**src/rtl/mem_port_arbiter_if.sv**
```systemverilog
// Handshake bundle shared by the I side, the D side and the single memory port.
// The slave modport is the arbiter's view; master is the surrounding logic's view.
interface mem_port_arbiter_if #(
  parameter int ADDR_WIDTH = 32,
  parameter int DATA_WIDTH = 32
);
  localparam int BE_WIDTH = DATA_WIDTH / 8;

  logic                  i_valid_i;
  logic                  i_ready_o;
  logic [ADDR_WIDTH-1:0] i_addr_i;
  logic [DATA_WIDTH-1:0] i_wdata_i;
  logic [BE_WIDTH-1:0]   i_we_i;
  logic [DATA_WIDTH-1:0] i_rdata_o;

  logic                  d_valid_i;
  logic                  d_ready_o;
  logic [ADDR_WIDTH-1:0] d_addr_i;
  logic [DATA_WIDTH-1:0] d_wdata_i;
  logic [BE_WIDTH-1:0]   d_we_i;
  logic [DATA_WIDTH-1:0] d_rdata_o;

  logic                  mem_valid_o;
  logic                  mem_ready_i;
  logic [ADDR_WIDTH-1:0] mem_addr_o;
  logic [DATA_WIDTH-1:0] mem_wdata_o;
  logic [BE_WIDTH-1:0]   mem_we_o;
  logic [DATA_WIDTH-1:0] mem_rdata_i;

  logic [1:0]            owner_o;

  modport slave (
    input  i_valid_i, i_addr_i, i_wdata_i, i_we_i,
    output i_ready_o, i_rdata_o,
    input  d_valid_i, d_addr_i, d_wdata_i, d_we_i,
    output d_ready_o, d_rdata_o,
    output mem_valid_o, mem_addr_o, mem_wdata_o, mem_we_o,
    input  mem_ready_i, mem_rdata_i,
    output owner_o
  );

  modport master (
    output i_valid_i, i_addr_i, i_wdata_i, i_we_i,
    input  i_ready_o, i_rdata_o,
    output d_valid_i, d_addr_i, d_wdata_i, d_we_i,
    input  d_ready_o, d_rdata_o,
    input  mem_valid_o, mem_addr_o, mem_wdata_o, mem_we_o,
    output mem_ready_i, mem_rdata_i,
    input  owner_o
  );
endinterface

```
**src/rtl/mem_port_arbiter.sv**
```systemverilog
// Shares one single-ported memory between fetch (I) and load/store (D).
// D has fixed priority; I wins once it has lost STARVE_LIMIT contested rounds in a row.
//
// state   | meaning
// IDLE    | arbitrate; winner drives memory combinationally, may complete same cycle
// BUSY_I  | I transaction outstanding, memory driven from latched request
// BUSY_D  | D transaction outstanding, memory driven from latched request
// DRAIN   | owner withdrew; wait out the memory response and discard it
module mem_port_arbiter #(
  parameter int ADDR_WIDTH   = 32,
  parameter int DATA_WIDTH   = 32,
  parameter int STARVE_LIMIT = 4
) (
  input logic               clk,
  input logic               rst_n,
  mem_port_arbiter_if.slave bus
);
  localparam int BW = DATA_WIDTH / 8;
  localparam int SW = $clog2(STARVE_LIMIT + 1);
  localparam logic [SW-1:0] LIMIT = SW'(STARVE_LIMIT);

  // Encoding doubles as owner_o.
  typedef enum logic [1:0] {
    IDLE   = 2'b00,
    BUSY_I = 2'b01,
    BUSY_D = 2'b10,
    DRAIN  = 2'b11
  } state_t;

  state_t                state_q, state_d;
  logic [SW-1:0]         starve_q, starve_d;
  logic [ADDR_WIDTH-1:0] req_addr_q;
  logic [DATA_WIDTH-1:0] req_wdata_q;
  logic [BW-1:0]         req_we_q;

  logic                  latch_en;
  logic                  mem_valid;
  logic [ADDR_WIDTH-1:0] mem_addr;
  logic [DATA_WIDTH-1:0] mem_wdata;
  logic [BW-1:0]         mem_we;
  logic                  i_ready;
  logic                  d_ready;

  always_ff @(posedge clk or negedge rst_n) begin
    if (!rst_n) begin
      state_q     <= IDLE;
      starve_q    <= '0;
      req_addr_q  <= '0;
      req_wdata_q <= '0;
      req_we_q    <= '0;
    end else begin
      state_q  <= state_d;
      starve_q <= starve_d;
      if (latch_en) begin
        req_addr_q  <= mem_addr;
        req_wdata_q <= mem_wdata;
        req_we_q    <= mem_we;
      end
    end
  end

  always_comb begin
    state_d   = state_q;
    starve_d  = starve_q;
    latch_en  = 1'b0;
    mem_valid = 1'b0;
    mem_addr  = req_addr_q;
    mem_wdata = req_wdata_q;
    mem_we    = req_we_q;
    i_ready   = 1'b0;
    d_ready   = 1'b0;
    unique case (state_q)
      IDLE: begin
        if (bus.d_valid_i && !(bus.i_valid_i && starve_q == LIMIT)) begin
          mem_valid = 1'b1;
          mem_addr  = bus.d_addr_i;
          mem_wdata = bus.d_wdata_i;
          mem_we    = bus.d_we_i;
          latch_en  = 1'b1;
          d_ready   = bus.mem_ready_i;
          if (bus.i_valid_i && starve_q != LIMIT) starve_d = starve_q + SW'(1);
          if (!bus.mem_ready_i) state_d = BUSY_D;
        end else if (bus.i_valid_i) begin
          mem_valid = 1'b1;
          mem_addr  = bus.i_addr_i;
          mem_wdata = bus.i_wdata_i;
          mem_we    = bus.i_we_i;
          latch_en  = 1'b1;
          i_ready   = bus.mem_ready_i;
          starve_d  = '0;
          if (!bus.mem_ready_i) state_d = BUSY_I;
        end
      end
      BUSY_I: begin
        mem_valid = 1'b1;
        if (bus.mem_ready_i) begin
          i_ready = bus.i_valid_i;
          state_d = IDLE;
        end else if (!bus.i_valid_i) begin
          state_d = DRAIN;
        end
      end
      BUSY_D: begin
        mem_valid = 1'b1;
        if (bus.mem_ready_i) begin
          d_ready = bus.d_valid_i;
          state_d = IDLE;
        end else if (!bus.d_valid_i) begin
          state_d = DRAIN;
        end
      end
      DRAIN: begin
        mem_valid = 1'b1;
        if (bus.mem_ready_i) state_d = IDLE;
      end
      default: state_d = IDLE;
    endcase
  end

  // IDLE outputs are combinational from the requesters, so gate them with reset
  // to keep the memory request down while rst_n is low.
  assign bus.mem_valid_o = mem_valid & rst_n;
  assign bus.i_ready_o   = i_ready & rst_n;
  assign bus.d_ready_o   = d_ready & rst_n;
  assign bus.mem_addr_o  = mem_addr;
  assign bus.mem_wdata_o = mem_wdata;
  assign bus.mem_we_o    = mem_we;
  assign bus.i_rdata_o   = bus.mem_rdata_i;
  assign bus.d_rdata_o   = bus.mem_rdata_i;
  assign bus.owner_o     = state_q;
endmodule
```
**src/flat_wrapper.sv**
```systemverilog
// flat-port wrapper written by rule: the top's interface ports become plain ports
module mem_port_arbiter_flat 
#(
  parameter int ADDR_WIDTH   = 32,
  parameter int DATA_WIDTH   = 32,
  parameter int STARVE_LIMIT = 4
)
  (clk, rst_n, bus_i_valid_i, bus_i_addr_i, bus_i_wdata_i, bus_i_we_i, bus_i_ready_o, bus_i_rdata_o, bus_d_valid_i, bus_d_addr_i, bus_d_wdata_i, bus_d_we_i, bus_d_ready_o, bus_d_rdata_o, bus_mem_valid_o, bus_mem_addr_o, bus_mem_wdata_o, bus_mem_we_o, bus_mem_ready_i, bus_mem_rdata_i, bus_owner_o);
  mem_port_arbiter_if #(.ADDR_WIDTH(ADDR_WIDTH), .DATA_WIDTH(DATA_WIDTH)) bus_i ();
  input logic clk;
  input logic rst_n;
  input wire logic [$bits(bus_i.i_valid_i)-1:0] bus_i_valid_i;
  input wire logic [$bits(bus_i.i_addr_i)-1:0] bus_i_addr_i;
  input wire logic [$bits(bus_i.i_wdata_i)-1:0] bus_i_wdata_i;
  input wire logic [$bits(bus_i.i_we_i)-1:0] bus_i_we_i;
  output wire logic [$bits(bus_i.i_ready_o)-1:0] bus_i_ready_o;
  output wire logic [$bits(bus_i.i_rdata_o)-1:0] bus_i_rdata_o;
  input wire logic [$bits(bus_i.d_valid_i)-1:0] bus_d_valid_i;
  input wire logic [$bits(bus_i.d_addr_i)-1:0] bus_d_addr_i;
  input wire logic [$bits(bus_i.d_wdata_i)-1:0] bus_d_wdata_i;
  input wire logic [$bits(bus_i.d_we_i)-1:0] bus_d_we_i;
  output wire logic [$bits(bus_i.d_ready_o)-1:0] bus_d_ready_o;
  output wire logic [$bits(bus_i.d_rdata_o)-1:0] bus_d_rdata_o;
  output wire logic [$bits(bus_i.mem_valid_o)-1:0] bus_mem_valid_o;
  output wire logic [$bits(bus_i.mem_addr_o)-1:0] bus_mem_addr_o;
  output wire logic [$bits(bus_i.mem_wdata_o)-1:0] bus_mem_wdata_o;
  output wire logic [$bits(bus_i.mem_we_o)-1:0] bus_mem_we_o;
  input wire logic [$bits(bus_i.mem_ready_i)-1:0] bus_mem_ready_i;
  input wire logic [$bits(bus_i.mem_rdata_i)-1:0] bus_mem_rdata_i;
  output wire logic [$bits(bus_i.owner_o)-1:0] bus_owner_o;
  assign bus_i.i_valid_i = bus_i_valid_i;
  assign bus_i.i_addr_i = bus_i_addr_i;
  assign bus_i.i_wdata_i = bus_i_wdata_i;
  assign bus_i.i_we_i = bus_i_we_i;
  assign bus_i_ready_o = bus_i.i_ready_o;
  assign bus_i_rdata_o = bus_i.i_rdata_o;
  assign bus_i.d_valid_i = bus_d_valid_i;
  assign bus_i.d_addr_i = bus_d_addr_i;
  assign bus_i.d_wdata_i = bus_d_wdata_i;
  assign bus_i.d_we_i = bus_d_we_i;
  assign bus_d_ready_o = bus_i.d_ready_o;
  assign bus_d_rdata_o = bus_i.d_rdata_o;
  assign bus_mem_valid_o = bus_i.mem_valid_o;
  assign bus_mem_addr_o = bus_i.mem_addr_o;
  assign bus_mem_wdata_o = bus_i.mem_wdata_o;
  assign bus_mem_we_o = bus_i.mem_we_o;
  assign bus_i.mem_ready_i = bus_mem_ready_i;
  assign bus_i.mem_rdata_i = bus_mem_rdata_i;
  assign bus_owner_o = bus_i.owner_o;
  mem_port_arbiter #(.ADDR_WIDTH(ADDR_WIDTH), .DATA_WIDTH(DATA_WIDTH), .STARVE_LIMIT(STARVE_LIMIT)) u_core (.clk(clk), .rst_n(rst_n), .bus(bus_i));
endmodule
```
**config.mk**
```make
export PLATFORM = sky130hd
export DESIGN_NAME = mem_port_arbiter_flat
export DESIGN_NICKNAME = d
export VERILOG_FILES = /design/src/rtl/mem_port_arbiter_if.sv /design/src/rtl/mem_port_arbiter.sv /design/src/flat_wrapper.sv
export SDC_FILE = /design/constraint.sdc
export NUM_CORES = 1
export LEC_CHECK = 0
export BUFFER_PORTS_ARGS = -buffer_cell sky130_fd_sc_hd__buf_2
export CAP_MARGIN = 20
export CELL_PAD_IN_SITES_DETAIL_PLACEMENT = 0
export CELL_PAD_IN_SITES_GLOBAL_PLACEMENT = 2
export CORE_MARGIN = 4
export CORE_UTILIZATION = 20
export CTS_CLUSTER_DIAMETER = 150
export DETAILED_ROUTE_END_ITERATION = 16
export MAX_ROUTING_LAYER = met4
export PLACE_DENSITY_LB_ADDON = 0.25
export SETUP_SLACK_MARGIN = 0.1
export SLEW_MARGIN = 15
export SYNTH_ARGS = -nofsm -noshare
export SYNTH_HDL_FRONTEND = slang
export SYNTH_SLANG_ARGS = --single-unit
```
**constraint.sdc**
```tcl
create_clock -name clk -period 1.9 [get_ports clk]
set_input_delay 0.19 -clock clk [delete_from_list [all_inputs] [get_ports clk]]
set_output_delay 0.19 -clock clk [all_outputs]
set_load 0.05 [all_outputs]
```
# After elaboration in Yosys (flattened, before gate mapping)
# Cells that the tools add are included.
dict set report word_totals {
  ff_bits 73
  output_inout_bits 137
  elab_cells 62
}
dict set report op_classes {
  add_sub_neg 1
  eq_ne 11
  n_mux 33
  bitwise 3
  reduce_logical 9
}
# op n
set op_table {}
lappend op_table {{$mux W32} 6}
lappend op_table {{$mux W2} 9}
lappend op_table {{$mux W4} 3}
lappend op_table {{$mux W3} 3}
lappend op_table {{$ne A3 B3 Y1 const B} 3}
lappend op_table {{$mux W1} 8}
lappend op_table {{$pmux W2 S4} 1}
lappend op_table {{$ne A2 B2 Y1 const B} 3}
lappend op_table {{$pmux W1 S2} 3}
lappend op_table {{$reduce_and A5 Y1} 1}
lappend op_table {{$eq A2 B2 Y1 const B} 2}
lappend op_table {{$add A3 B1 Y3 const B} 1}
lappend op_table {{$and A1 B1 Y1} 3}
lappend op_table {{$eq A3 B3 Y1 const B} 1}
lappend op_table {{$logic_and A1 B1 Y1} 3}
lappend op_table {{$ne A3 B2 Y1 const B} 1}
lappend op_table {{$reduce_and A3 Y1} 1}
lappend op_table {{$reduce_or A3 Y1} 1}
lappend op_table {{$eq A2 B1 Y1 const B} 1}
lappend op_table {{$logic_not A2 Y1} 1}
lappend op_table {{$reduce_bool A2 Y1} 1}
lappend op_table {{$logic_not A1 Y1} 1}

# Logic depth before layout (Yosys ltp)
# Gate-level depths: netlist of run 1.
dict set report logic_depth {
  word_depth 7
  mapped_depth 9
}

# Worst setup path after synthesis of run 1
# No wires, ideal clock.
dict set report synth_path {
  kind {reg2out}
  from {register u_core.state_q[0], in the netlist u_core.bus.owner_o[0]}
  to {output bus_mem_wdata_o[14]}
  arrival_ns 2.443
  required_time_ns 1.710
  slack_ns -0.733
  path_stages_with_launch 10
  path_buffers 3
  cell_sequence {dfrtp_1 > inv_1 > ha_1 > buf_2 > nand2_2 > a21o_1 > buf_4 > buf_6 > o22ai_2 > nor2_1}
}
dict set report synth_between {
  elab_chain_cells 2
}
# item line_no
set synth_lines {}
lappend synth_lines {{from (decl)} mem_port_arbiter.sv:30} ;# state_t state_q, state_d;
lappend synth_lines {{from (signal assigned)} mem_port_arbiter.sv:52} ;# state_q <= state_d;
lappend synth_lines {{$logic_not A2 Y1} mem_port_arbiter.sv:72} ;# unique case (state_q)
lappend synth_lines {{$mux W32} mem_port_arbiter.sv:72}
lappend synth_lines {{to (decl)} flat_wrapper.sv:26} ;# output wire logic [$bits(bus_i.mem_wdata_o)-1:0] bus_mem_wdata_o;
# Every way passes these cells.

# Final worst setup path of run 1
# Ends and elaborated chain as after synthesis.

==> parameters.txt, run 1 <==
Parameter                              Value

Outcome
  Run status    finished, violations left
  Violations in the final reports    negative setup slack

Floorplanning
  Core region area    around 20000 µm²
  Number of primary I/O pins    310
  Die ar.    around 23000 µm²
  Die W    150 µm
  Cell Rows    slightly above 50
  Chip height    150 µm
  Initial core utilization    between 20 and 25%

Timing
  Setup repair after global routing missed its margin    yes
  Setup Viol. Count Final    70
  Crit share post-route    113%
  Slew at the pin closest to its max-slew limit    between 0.3 and 0.4 ns
  Count of final hold-check violations    0
  Number of pins exceeding their max-slew limit in the final report    0
  Clock skew    0.00425 ns
  Normalized max-slew margin    about 74%
  Worst path setup slack after routing    -0.249 ns
  Post-route setup TNS    -13.93 ns
  Maximum clock frequency    0.465 GHz
  Minimum clock period after layout    2.15 ns

Clocking
  Clock Latency Late Sink    ~0.33 ns
  Number of buffers between clock root and the deepest sink    2
  Clock root buffer master    clkbuf_16
  TritonCTS clock tree    built
  Clock-pin slew reported for the worst setup and hold paths after clock tree synthesis    0.06 ns
  Num CTS Buffers    9
  Clock H-tree levels    3
  Clk sinks    73

Job
  Max-cap violations    0

Yosys
  Cell count after synthesis    474
  Largest family of logic cells by synthesized area    simple AND/OR/NAND/NOR gates
  Seq/Total Area, Yosys    a little under half
  Share of synthesized cell area in full adder, half adder and majority cells    around 1.9%
  Post-Synth XOR/XNOR Area    0%
  Number of nets produced by synthesis    about 650
  Syn avg cell area    about 8.5 µm²
  Distinct cells, synth    27
  Share of cell area taken by muxes after synthesis    less than 1%
  Biggest area contributors in the synthesized netlist    dfrtp_1 45%, nor2_1 19%, buf_4 12%, o22ai_1 7.4%, o22ai_2 6.2%
  Basic-gate share of the synthesized area counting and, or, nand and nor cells    21.0%
  Number of storage elements in the synthesis netlist    73
  Synth top area share    a little under half
  Most area-hungry cell type in the Yosys netlist    dfrtp_1
  Number of synthesis warnings    0
  Fraction of the mapped netlist area in compound gates    15.6%
  Combined area of all synthesized cells    between 4000 and 5000 µm²

Worst hold path
  Tightest Hold Check Type    primary input to flop
  Hold Startpoint    bus_d_addr_i[13]
  Hold Path End    u_core.req_addr_q[13]
  Worst hold stages    3

Final layout
  Number of nets in the layout    approximately 870
  Final instance count without filler cells    roughly 960
  Fraction of the core area covered by cells at the end of the flow    38.9%
  Ratio of cells with drive above 1 in the final layout    70.9%
  Number of filler instances in the final layout    approximately 2000
  Post-synthesis to final-layout area growth    89.2%

Route
  Sum of routed wire length over all layers    14800 µm
  Router iterations before antenna repair    4
  Routed vias/inst    roughly 4.2
  Count of vias placed by the detailed router    about 4000
  DR DRC count    0
  Iteration-0 DRC Markers    around 60
  WL/cell    approximately 15 µm
  Remaining antenna violation count    0

Worst setup path
  Critical setup path kind    flop to output pin
  Register-to-Register Path Depth    9
  Reg2Reg Setup Slack    around 0.20 ns
  Standard cell with the maximum stage delay on the critical path    dfrtp_2
  Slowest cell delay on critical path    around 0.41 ns
  Data required time at the worst endpoint    around 1.7 ns
  Most prevalent standard cell on the critical path    buf_6
  Data arrival time of the worst path    approximately 2 ns
  Kind of end point of the critical path    output pin
  Critical R2R Launch    u_core.bus.owner_o[0]
  Worst path cell trace    inv_2 -> ha_4 -> nand2_4 -> a21o_4 -> buf_16 -> buf_6 -> o22ai_4 -> nor2_4 -> buf_6
  Critical Path Start Type    flop
  CP Max Fanout    13
  Capture point of the worst reg-to-reg path    u_core.req_wdata_q[29]

Placement
  Placed cells    923
  Count of buffers from port buffering    213
  Post-DP HPWL    roughly 10000 µm
  Placer Congestion    around 0.8

Global route
  Vias in the first global route    around 4400
  Tot GR Track Use    between 10% and 20%
  Initial antenna violation count    0
  First-pass GRT wire length    approximately 22000 µm
  Largest net degree at the start of global routing    between 60 and 70
  Overflow left after global routing    0

Power and ir drop
  Sum of internal, switching and leakage power    between 15 and 20 mW
  Power per unit of standard cell area    between 2000 and 2500 nW/µm²
  Worst IR Drop VDD    approximately 1.2 mV
  Leakage power figure    3.33 nW
[how the worst max path moves through the flow]
| stage | from | endpoint | slack [ns] |
|---|---|---|---|
| 2_1_floorplan | u_core.bus.owner_o[1] | bus_mem_wdata_o[19] | -0.11 |
| 3_3_place_gp | u_core.bus.owner_o[1] | bus_mem_wdata_o[12] | 0.03 |
| 3_5_place_dp | u_core.bus.owner_o[1] | bus_mem_we_o[3] | -0.004 |
| 4_1_cts | u_core.bus.owner_o[1] | bus_mem_addr_o[7] | -0.29 |
| 5_1_grt | u_core.starve_q[0] | bus_mem_wdata_o[14] | -0.36 |
| 6_report | u_core.bus.owner_o[0] | bus_mem_wdata_o[14] | -0.25 |
[cell families (layout without fill, tap and decap cells)]
| group | count (synthesis) | count (layout) |
|---|---|---|
| AND/OR/NAND/NOR | 221 | 221 |
| buffers and inverters | 92 | 309 |
| AO/OA/AOI/OAI | 80 | 80 |
| flip-flops | 73 | 73 |
| adder cells (fa/ha/maj) | 6 | 6 |
| multiplexers | 2 | 2 |
| other | 0 | 1 |
[through the flow]
stage / setup slack [ns] / hold slack (ns) / area, µm²
3_3_place_gp: 0.0271 / 0.0475 / 6070
4_1_cts: -0.294 / 0.0925 / 7070
6_report: -0.249 / 0.113 / 7660
5_1_grt: -0.364 / 0.108 / 7660
2_1_floorplan: -0.107 / -0.106 / 4800
3_5_place_dp: -0.00364 / 0.0466 / 6070
[Yosys cell counts, drive strengths merged]
cell and count:
nor4b 1, or3 1, a21o 2, nand3 3
dfrtp 73, a22oi 1, inv 4, o22ai 68
nor3b 1, o21ai 2, a21boi 2, a221oi 1
ha 6, a21oi 2, o21bai 1, mux2i 2
clkbuf 2, nor2b 1, nor2 206, buf 86
nand2 8, o21a 1
[cell type report]
class                   count  area, µm²  share of cell area (%)
clock buffers              13        260                    3.40
inverters                   4       15.0                   0.196
well taps                 265        332                    4.33
clock inverters             3       15.0                   0.196
diodes                      1       2.50                  0.0327
flip-flops and latches     73       1830                    23.9
multi-input cells         309       2810                    36.7
repair buffers            289       2400                    31.3
[placed cells by master, fill, tap and decap left out, types with 3 or more instances in the layout]
cell type	synthesis	routed
buf_2	16	142
nor2_1	206	99
dfrtp_1	73	71
nor2_4	0	70
buf_4	65	65
buf_6	5	44
nor2_2	0	37
o22ai_2	20	35
o22ai_4	0	33
buf_8	0	22
clkbuf_16	0	13
nand2_1	7	6
buf_16	0	6
ha_1	6	5
buf_12	0	5
clkinv_2	0	3
[what timing repair did]
| action | 4_1_cts | 5_1_grt |
|---|---|---|
| buffers inserted | 6 | 2 |
| gates cloned | 4 | 4 |
| pin swaps | 4 | 9 |
| hold buffers | 1 | 0 |
| setup endpoints to repair | 70 | 70 |
| gates resized for setup | 162 | 122 |
| endpoints found under the hold margin | 6 | 0 |
[per-layer routing]
metal,GRT usage [%],vias to the layer above,share of wire (%)
met5,-,-,0
met4,4.30,0,1.8
li1,-,1945,-
met1,14.4,1875,40
met3,3.55,36,8.2
met2,21.3,157,50
[flip-flops by register name, summed over array words and instances (netlist names)]
register            flops
u_core.req_addr_q      32
u_core.req_we_q         4
u_core.starve_q         3
u_core.bus.owner_o      2
u_core.req_wdata_q     32
[worst max-delay path: cells and delay by family (launching register included)]
family / cells / cell delay [ns]
buf+inv: 4 / 0.55
flops: 1 / 0.41
fa+ha+maj: 1 / 0.16
compound gates: 2 / 0.38
simple gates: 2 / 0.11
[report_power, final]
part | switching, mW | total, mW | internal (mW) | leakage [nW]
clock network | 0.632 | 1.58 | 0.949 | 0.139
registers | 0.469 | 2.78 | 2.31 | 0.807
logic | 6.81 | 11.7 | 4.88 | 2.38
No activity file was read; power rests on OpenSTA's default activity.
==> inputs of run 2 (changes only) <==
--- a/config.mk
+++ b/config.mk
@@ -13,7 +13,6 @@
 export CORE_UTILIZATION = 20
 export CTS_CLUSTER_DIAMETER = 150
 export DETAILED_ROUTE_END_ITERATION = 16
-export MAX_ROUTING_LAYER = met4
 export PLACE_DENSITY_LB_ADDON = 0.25
 export SETUP_SLACK_MARGIN = 0.1
 export SLEW_MARGIN = 15
==> run 2 against run 1 <==
Against the previous run:
- core utilization unchanged
- critical path depth unchanged
- the flow still finishes with violations (negative setup slack)
- sequential cell count is the same
- largest cell class unchanged
- worst setup slack lost 0.00063 ns
- non-clock buffer count unchanged
- hold slack is essentially flat
- wire length is essentially flat
==> parameters.txt, run 2 (synthesis gave the netlist of run 1 again) <==
Parameter                              Value

Outcome
  Run status    finished, violations left
  Violations in the final reports    negative setup slack

Worst setup path
  Critical Path Start Type    flop
  Data arrival time of the worst path    1.96 ns (about the same)
  Critical setup path kind    flop to output pin
  Kind of end point of the critical path    output pin
  Data required time at the worst endpoint    1.71 ns (about the same)
  CP Max Fanout    13 (unchanged)

Placement
  Post-DP HPWL    10000 µm (unchanged)
  Placer Congestion    0.777 (-1.3%)
  Count of buffers from port buffering    213 (unchanged)

Global route
  First-pass GRT wire length    22000 µm (+0.35%)
  Initial antenna violation count    0 (unchanged)
  Tot GR Track Use    12.3% (-0.35 points)
  Vias in the first global route    4403 (-0.52%)
  Overflow left after global routing    0 (unchanged)
  Largest net degree at the start of global routing    68 (unchanged)

Clocking
  Num CTS Buffers    9 (unchanged)
  Clock-pin slew reported for the worst setup and hold paths after clock tree synthesis    0.06 ns (about the same)
  TritonCTS clock tree    built
  Clock Latency Late Sink    0.33 ns (about the same)
  Clock H-tree levels    3 (unchanged)
  Clock root buffer master    clkbuf_16
  Number of buffers between clock root and the deepest sink    2 (unchanged)
  Clk sinks    73 (unchanged)

Floorplanning
  Number of primary I/O pins    310 (unchanged)
  Initial core utilization    20.5% (unchanged)
  Cell Rows    51 (unchanged)
  Core region area    19700 µm² (unchanged)
  Die ar.    22600 µm² (unchanged)
  Chip height    150 µm (unchanged)
  Die W    150 µm (unchanged)

Power and ir drop
  Power per unit of standard cell area    2100 nW/µm² (about the same)
  Sum of internal, switching and leakage power    16.1 mW (about the same)
  Leakage power figure    3.33 nW (unchanged)
  Worst IR Drop VDD    1.22 mV (-0.23%)

Timing
  Minimum clock period after layout    2.15 ns (+0.000635 ns)
  Crit share post-route    113% (about the same)
  Normalized max-slew margin    74.1% (about the same)
  Worst path setup slack after routing    -0.250 ns (-0.000635 ns)
  Clock skew    0.00425 ns (-0.00000916 ns)
  Number of pins exceeding their max-slew limit in the final report    0 (unchanged)
  Slew at the pin closest to its max-slew limit    0.388 ns (+0.000264 ns)
  Post-route setup TNS    -14.01 ns (-0.0746 ns)
  Maximum clock frequency    0.465 GHz (about the same)
  Setup Viol. Count Final    70 (unchanged)
  Count of final hold-check violations    0 (unchanged)
  Setup repair after global routing missed its margin    yes

Route
  WL/cell    15.4 µm (about the same)
  Remaining antenna violation count    0 (unchanged)
  Sum of routed wire length over all layers    14800 µm (about the same)
  Router iterations before antenna repair    4 (unchanged)
  Count of vias placed by the detailed router    4004 (-0.22%)
  DR DRC count    0 (unchanged)
  Routed vias/inst    4.18 (-0.22%)
  Iteration-0 DRC Markers    57 (-3.4%)

Job
  Max-cap violations    0 (unchanged)

Final layout
  Ratio of cells with drive above 1 in the final layout    70.9% (unchanged)
  Commonest non-fill, non-tap cells in the layout    142 x buf_2, 99 x nor2_1, 71 x dfrtp_1
  Most frequent standard cell in the layout excluding fill and tap cells    buf_2
  Number of nets in the layout    865 (unchanged)
  Largest registers ranked by flip-flop count    u_core.req_addr_q (32), u_core.req_wdata_q (32), u_core.req_we_q (4)
  Number of filler instances in the final layout    2007 (unchanged)
  Post-synthesis to final-layout area growth    89.2% (unchanged)

Worst hold path
  Tightest Hold Check Type    primary input to flop
[run 2: stage by stage]
step	cells	hold slack (ns)	utilization, %	area [µm²]	worst slack [ns]
2_1_floorplan	474	-0.106	-	4800	-0.107
3_3_place_gp	923	0.0475	30.8	6070	0.0271
3_5_place_dp	923	0.0466	30.8	6070	-0.00364
4_1_cts	950	0.0925	35.9	7070	-0.294
5_1_grt	956	0.109	38.8	7660	-0.364
6_report	957	0.113	38.9	7660	-0.250
[run 2: power by group]
group	switching (mW)	leakage, nW	internal, mW	total (mW)
Clock	0.631	0.139	0.949	1.58
Sequential	0.469	0.807	2.31	2.78
Combinational	6.81	2.38	4.88	11.7
Total	7.91	3.33	8.14	16.1
[run 2: worst max-delay path: stages (launching register included)]
cell and delay (ns):
dfrtp_2 0.41, inv_2 0.08, ha_4 0.16, nand2_4 0.05, a21o_4 0.24, buf_16 0.18, buf_6 0.14, o22ai_4 0.14
nor2_4 0.06, buf_6 0.15
[run 2: path summary, 6_finish.rpt]
kind / startpoint / end / slack, ns / depth (start not counted)
setup reg to reg: u_core.bus.owner_o[0] / u_core.req_wdata_q[29] / 0.20 / 9
hold / removal: bus_d_wdata_i[25] / u_core.req_wdata_q[25] / 0.11 / 3
setup / recovery: u_core.bus.owner_o[0] / bus_mem_wdata_o[14] / -0.25 / 9
max in group asynchronous: rst_n / u_core.req_addr_q[2] / 1.00 / 3
min in group asynchronous: rst_n / u_core.bus.owner_o[1] / 0.29 / 2
hold reg to reg: u_core.starve_q[2] / u_core.starve_q[2] / 0.55 / 1
[run 2: area by class of cell]
type / count / area (µm²) / share of cell area [%]
Sequential cell: 73 / 1830 / 23.9
Timing Repair Buffer: 289 / 2400 / 31.3
Multi-Input combinational cell: 309 / 2810 / 36.7
Tap cell: 265 / 332 / 4.33
Clock inverter: 3 / 15.0 / 0.196
Inverter: 4 / 15.0 / 0.196
Antenna cell: 1 / 2.50 / 0.0327
Clock buffer: 13 / 260 / 3.40
[run 2: timing repair]
item                                   in CTS  in global routing
setup endpoints to repair                  70                 70
pin swaps                                   4                  9
gates cloned                                4                  4
hold buffers                                1                  0
setup buffers                               6                  2
gates resized for setup                   162                122
endpoints found under the hold margin       6                  0
[run 2: layer usage]
metal  part of all wire [%]  global-route usage, %  up-vias
met2                     50                   21.3      154
li1                       -                      -     1944
met4                    1.8                   4.30        0
met3                    9.9                   4.82       37
met1                     38                   13.6     1869
met5                      0                      0        -
==> inputs of run 3 (changes only) <==
--- a/config.mk
+++ b/config.mk
@@ -9,12 +9,12 @@
 export CAP_MARGIN = 20
 export CELL_PAD_IN_SITES_DETAIL_PLACEMENT = 0
 export CELL_PAD_IN_SITES_GLOBAL_PLACEMENT = 2
+export CORE_ASPECT_RATIO = 0.75
 export CORE_MARGIN = 4
 export CORE_UTILIZATION = 20
 export CTS_CLUSTER_DIAMETER = 150
 export DETAILED_ROUTE_END_ITERATION = 16
 export PLACE_DENSITY_LB_ADDON = 0.25
-export SETUP_SLACK_MARGIN = 0.1
 export SLEW_MARGIN = 15
 export SYNTH_ARGS = -nofsm -noshare
 export SYNTH_HDL_FRONTEND = slang
==> run 3 against run 2 <==
Against the previous run:
- first-iteration DRC count rose by 88%
- count of clock-buffer cells in the layout fell by 1
- worst setup slack improved by 0.057 ns
- highest routed layer is now met5
- largest cell class unchanged
- register-to-register slack improved by 0.06 ns
- critical path depth did not move
- die area rose by 0.10%
- core utilization rose by 2.6 points
- sequential cell count did not move
- cell count fell by 0.10%
- hold slack got worse by 0.0097 ns
- critical endpoint is now bus_mem_addr_o[15]
- combinational power rose by 5%
- clock power rose by 32%
- the flow still finishes with violations (negative setup slack)
==> parameters.txt, run 3 (synthesis gave the netlist of run 1 again) <==
Parameter                              Value

Placement
  Placed standard-cell area    6180 µm² (+1.7%)
  Placer Congestion    0.723 (-6.9%)
  Count of buffers from port buffering    213 (unchanged)
  Post-DP HPWL    10500 µm (+4.4%)
  Placed cells    916 (-0.76%)

Worst setup path
  Count of buffering cells on the critical path with inverters included    4 (unchanged)
  Data arrival time of the worst path    1.90 ns (-0.06 ns)
  Critical Path Start Type    flop
  Critical R2R Launch    u_core.bus.owner_o[1]
  Capture point of the worst reg-to-reg path    u_core.req_addr_q[29]
  Standard cell with the maximum stage delay on the critical path    dfrtp_1
  Reg2Reg Setup Slack    0.26 ns (+0.06 ns)
  CP Max Fanout    8 (-5)
  Register-to-Register Path Depth    9 (unchanged)
  Kind of end point of the critical path    output pin
  Critical setup path kind    flop to output pin
  Data required time at the worst endpoint    1.71 ns (about the same)
  Crit path max-delay family    buffers and inverters
  Slowest cell delay on critical path    0.37 ns (-0.04 ns)
  Worst path cell trace    inv_1 -> ha_1 -> nand3_1 -> nand3_4 -> buf_12 -> clkbuf_16 -> nor2_2 -> nor2_4 -> buf_6

Outcome
  Run status    finished, violations left
  Violations in the final reports    negative setup slack

Worst hold path
  Hold Path End    u_core.req_addr_q[15]
  Tightest Hold Check Type    primary input to flop
  Worst hold stages    3 (unchanged)
  Hold Startpoint    bus_d_addr_i[15]

Clocking
  Clk sinks    73 (unchanged)
  Number of buffers between clock root and the deepest sink    2 (unchanged)
  TritonCTS clock tree    built
  Clock Latency Late Sink    0.34 ns (about the same)
  Clock H-tree levels    3 (unchanged)
  Num CTS Buffers    9 (unchanged)
  Clock root buffer master    clkbuf_16
  Clock-pin slew reported for the worst setup and hold paths after clock tree synthesis    0.07 ns (about the same)

Timing
  Number of pins exceeding their max-slew limit in the final report    0 (unchanged)
  Minimum clock period after layout    2.09 ns (-0.0565 ns)
  Setup repair after global routing missed its margin    yes
  Slew at the pin closest to its max-slew limit    0.533 ns (+0.145 ns)
  Clock skew    0.00940 ns (+0.00515 ns)
  Normalized max-slew margin    64.5% (-9.7 points)
  Setup Viol. Count Final    70 (unchanged)
  Post-route setup TNS    -11.51 ns (+2.50 ns)
  Worst hold slack    0.103 ns (-0.00966 ns)
  Maximum clock frequency    0.478 GHz (+2.7%)
  Crit share post-route    110% (-3.0 points)
  Worst path setup slack after routing    -0.194 ns (+0.0565 ns)
  Count of final hold-check violations    0 (unchanged)

Route
  Sum of routed wire length over all layers    15500 µm (+4.8%)
  Routed vias/inst    4.28 (+2.2%)
  Router iterations before antenna repair    4 (unchanged)
  DR DRC count    0 (unchanged)
  Iteration-0 DRC Markers    107 (+88%)
  Remaining antenna violation count    0 (unchanged)
  WL/cell    16.2 µm (+4.9%)
  Count of vias placed by the detailed router    4088 (+2.1%)

Power and ir drop
  Sum of internal, switching and leakage power    17.1 mW (+6.6%)
  Power per unit of standard cell area    2110 nW/µm² (+0.52%)
  Leakage power figure    3.48 nW (+4.5%)
  Worst IR Drop VDD    0.923 mV (-24%)

Floorplanning
  Core region area    19600 µm² (-0.60%)
  Chip height    131 µm (-13%)
  Die W    172 µm (+15%)
  Die ar.    22600 µm² (+0.10%)
  Number of primary I/O pins    310 (unchanged)
  Initial core utilization    20.7% (+0.12 points)
  Cell Rows    44 (-14%)

Job
  Max-cap violations    0 (unchanged)

Global route
  Met2 track demand over resource in global routing    17.9% (-3.4 points)
  First-pass GRT wire length    22100 µm (+0.47%)
  Met3 usage in global routing    7.45% (+2.6 points)
  Vias in the first global route    4273 (-3.0%)
  Initial antenna violation count    4 (+4)
  Largest net degree at the start of global routing    39 (-43%)
  GR met1 Demand/Resource    15.0% (+1.5 points)
  GR peak layer    met2
  Overflow left after global routing    0 (unchanged)
  Tot GR Track Use    12.2% (-0.013 points)

Final layout
  Commonest non-fill, non-tap cells in the layout    141 x buf_2, 96 x nor2_4, 71 x dfrtp_1
  Ratio of cells with drive above 1 in the final layout    75.5% (+4.6 points)
  Largest registers ranked by flip-flop count    u_core.req_addr_q (32), u_core.req_wdata_q (32), u_core.req_we_q (4)
  Layout Cell Area excl Fill    8130 µm² (+6.1%)
  Antenna fix cells    0 (-1)
  Most frequent standard cell in the layout excluding fill and tap cells    buf_2
  Final instance count without filler cells    956 (-0.10%)
  Number of nets in the layout    877 (+1.4%)
  Post-synthesis to final-layout area growth    101%
-- run 3: cell types whose count changed in the layout (fill, tap and decap cells not counted), moves of 3 or more --
cell | previous run | this run
buf_4 | 65 | 57
nor2_1 | 99 | 70
buf_6 | 44 | 56
clkinv_2 | 3 | 0
o22ai_2 | 35 | 39
bufinv_16 | 0 | 3
buf_12 | 5 | 17
o22ai_4 | 33 | 29
buf_16 | 6 | 1
nor2_2 | 37 | 40
nor2_4 | 70 | 96
clkbuf_16 | 13 | 16
-- run 3: through the flow --
| step | worst slack [ns] | util (%) |
|---|---|---|
| 2_1_floorplan | -0.107 | - |
| 3_3_place_gp | 0.000657 | 31.5 |
| 3_5_place_dp | 0.00629 | 31.5 |
| 4_1_cts | -0.288 | 37.7 |
| 5_1_grt | -0.291 | 41.5 |
| 6_report | -0.194 | 41.5 |
-- run 3: worst min-delay path: cells and delay by family --
family / cells / cell delay, ns
and+or+nand+nor: 2 / 0.14
buffers and inverters: 1 / 0.08
-- run 3: area by class of cell --
type | count | area, µm²
well taps | 253 | 317
multi-input cells | 309 | 2980
fillers | 1937 | 11500
inverters | 4 | 15.0
clock inverters | 4 | 97.6
clock buffers | 12 | 267
repair buffers | 301 | 2630
flip-flops and latches | 73 | 1830
-- run 3: report_power, final --
part | switching (mW) | internal [mW] | total [mW] | leakage (nW)
clock | 0.687 | 1.39 | 2.08 | 0.175
combinational | 7.08 | 5.20 | 12.3 | 2.49
sequential | 0.453 | 2.31 | 2.76 | 0.807
-- run 3: what timing repair did --
action | 4_1_cts | 5_1_grt
buffers inserted | 9 | 4
gates cloned | 1 | 9
gates resized for setup | 209 | 115
pin swaps | 12 | 3
hold endpoints to repair | 73 | 0
hold buffers | 1 | 0
setup endpoints to repair | 70 | 71
-- run 3: how the worst max path moves through the flow --
stage / from / end / slack [ns] / cells past startpoint
2_1_floorplan: u_core.bus.owner_o[1] / bus_mem_wdata_o[19] / -0.11 / 9
3_3_place_gp: u_core.starve_q[1] / bus_mem_addr_o[31] / 0.0007 / 8
3_5_place_dp: u_core.starve_q[1] / bus_mem_wdata_o[31] / 0.006 / 8
4_1_cts: u_core.bus.owner_o[1] / bus_mem_addr_o[17] / -0.29 / 8
5_1_grt: u_core.starve_q[0] / bus_mem_addr_o[15] / -0.29 / 9
6_report: u_core.starve_q[0] / bus_mem_addr_o[15] / -0.19 / 9
-- run 3: layer usage --
layer | share of wire (%) | wire [µm]
met1 | 42 | 6570
met4 | 1.1 | 170
met3 | 12 | 1850
met5 | 0.27 | 42
met2 | 44 | 6840
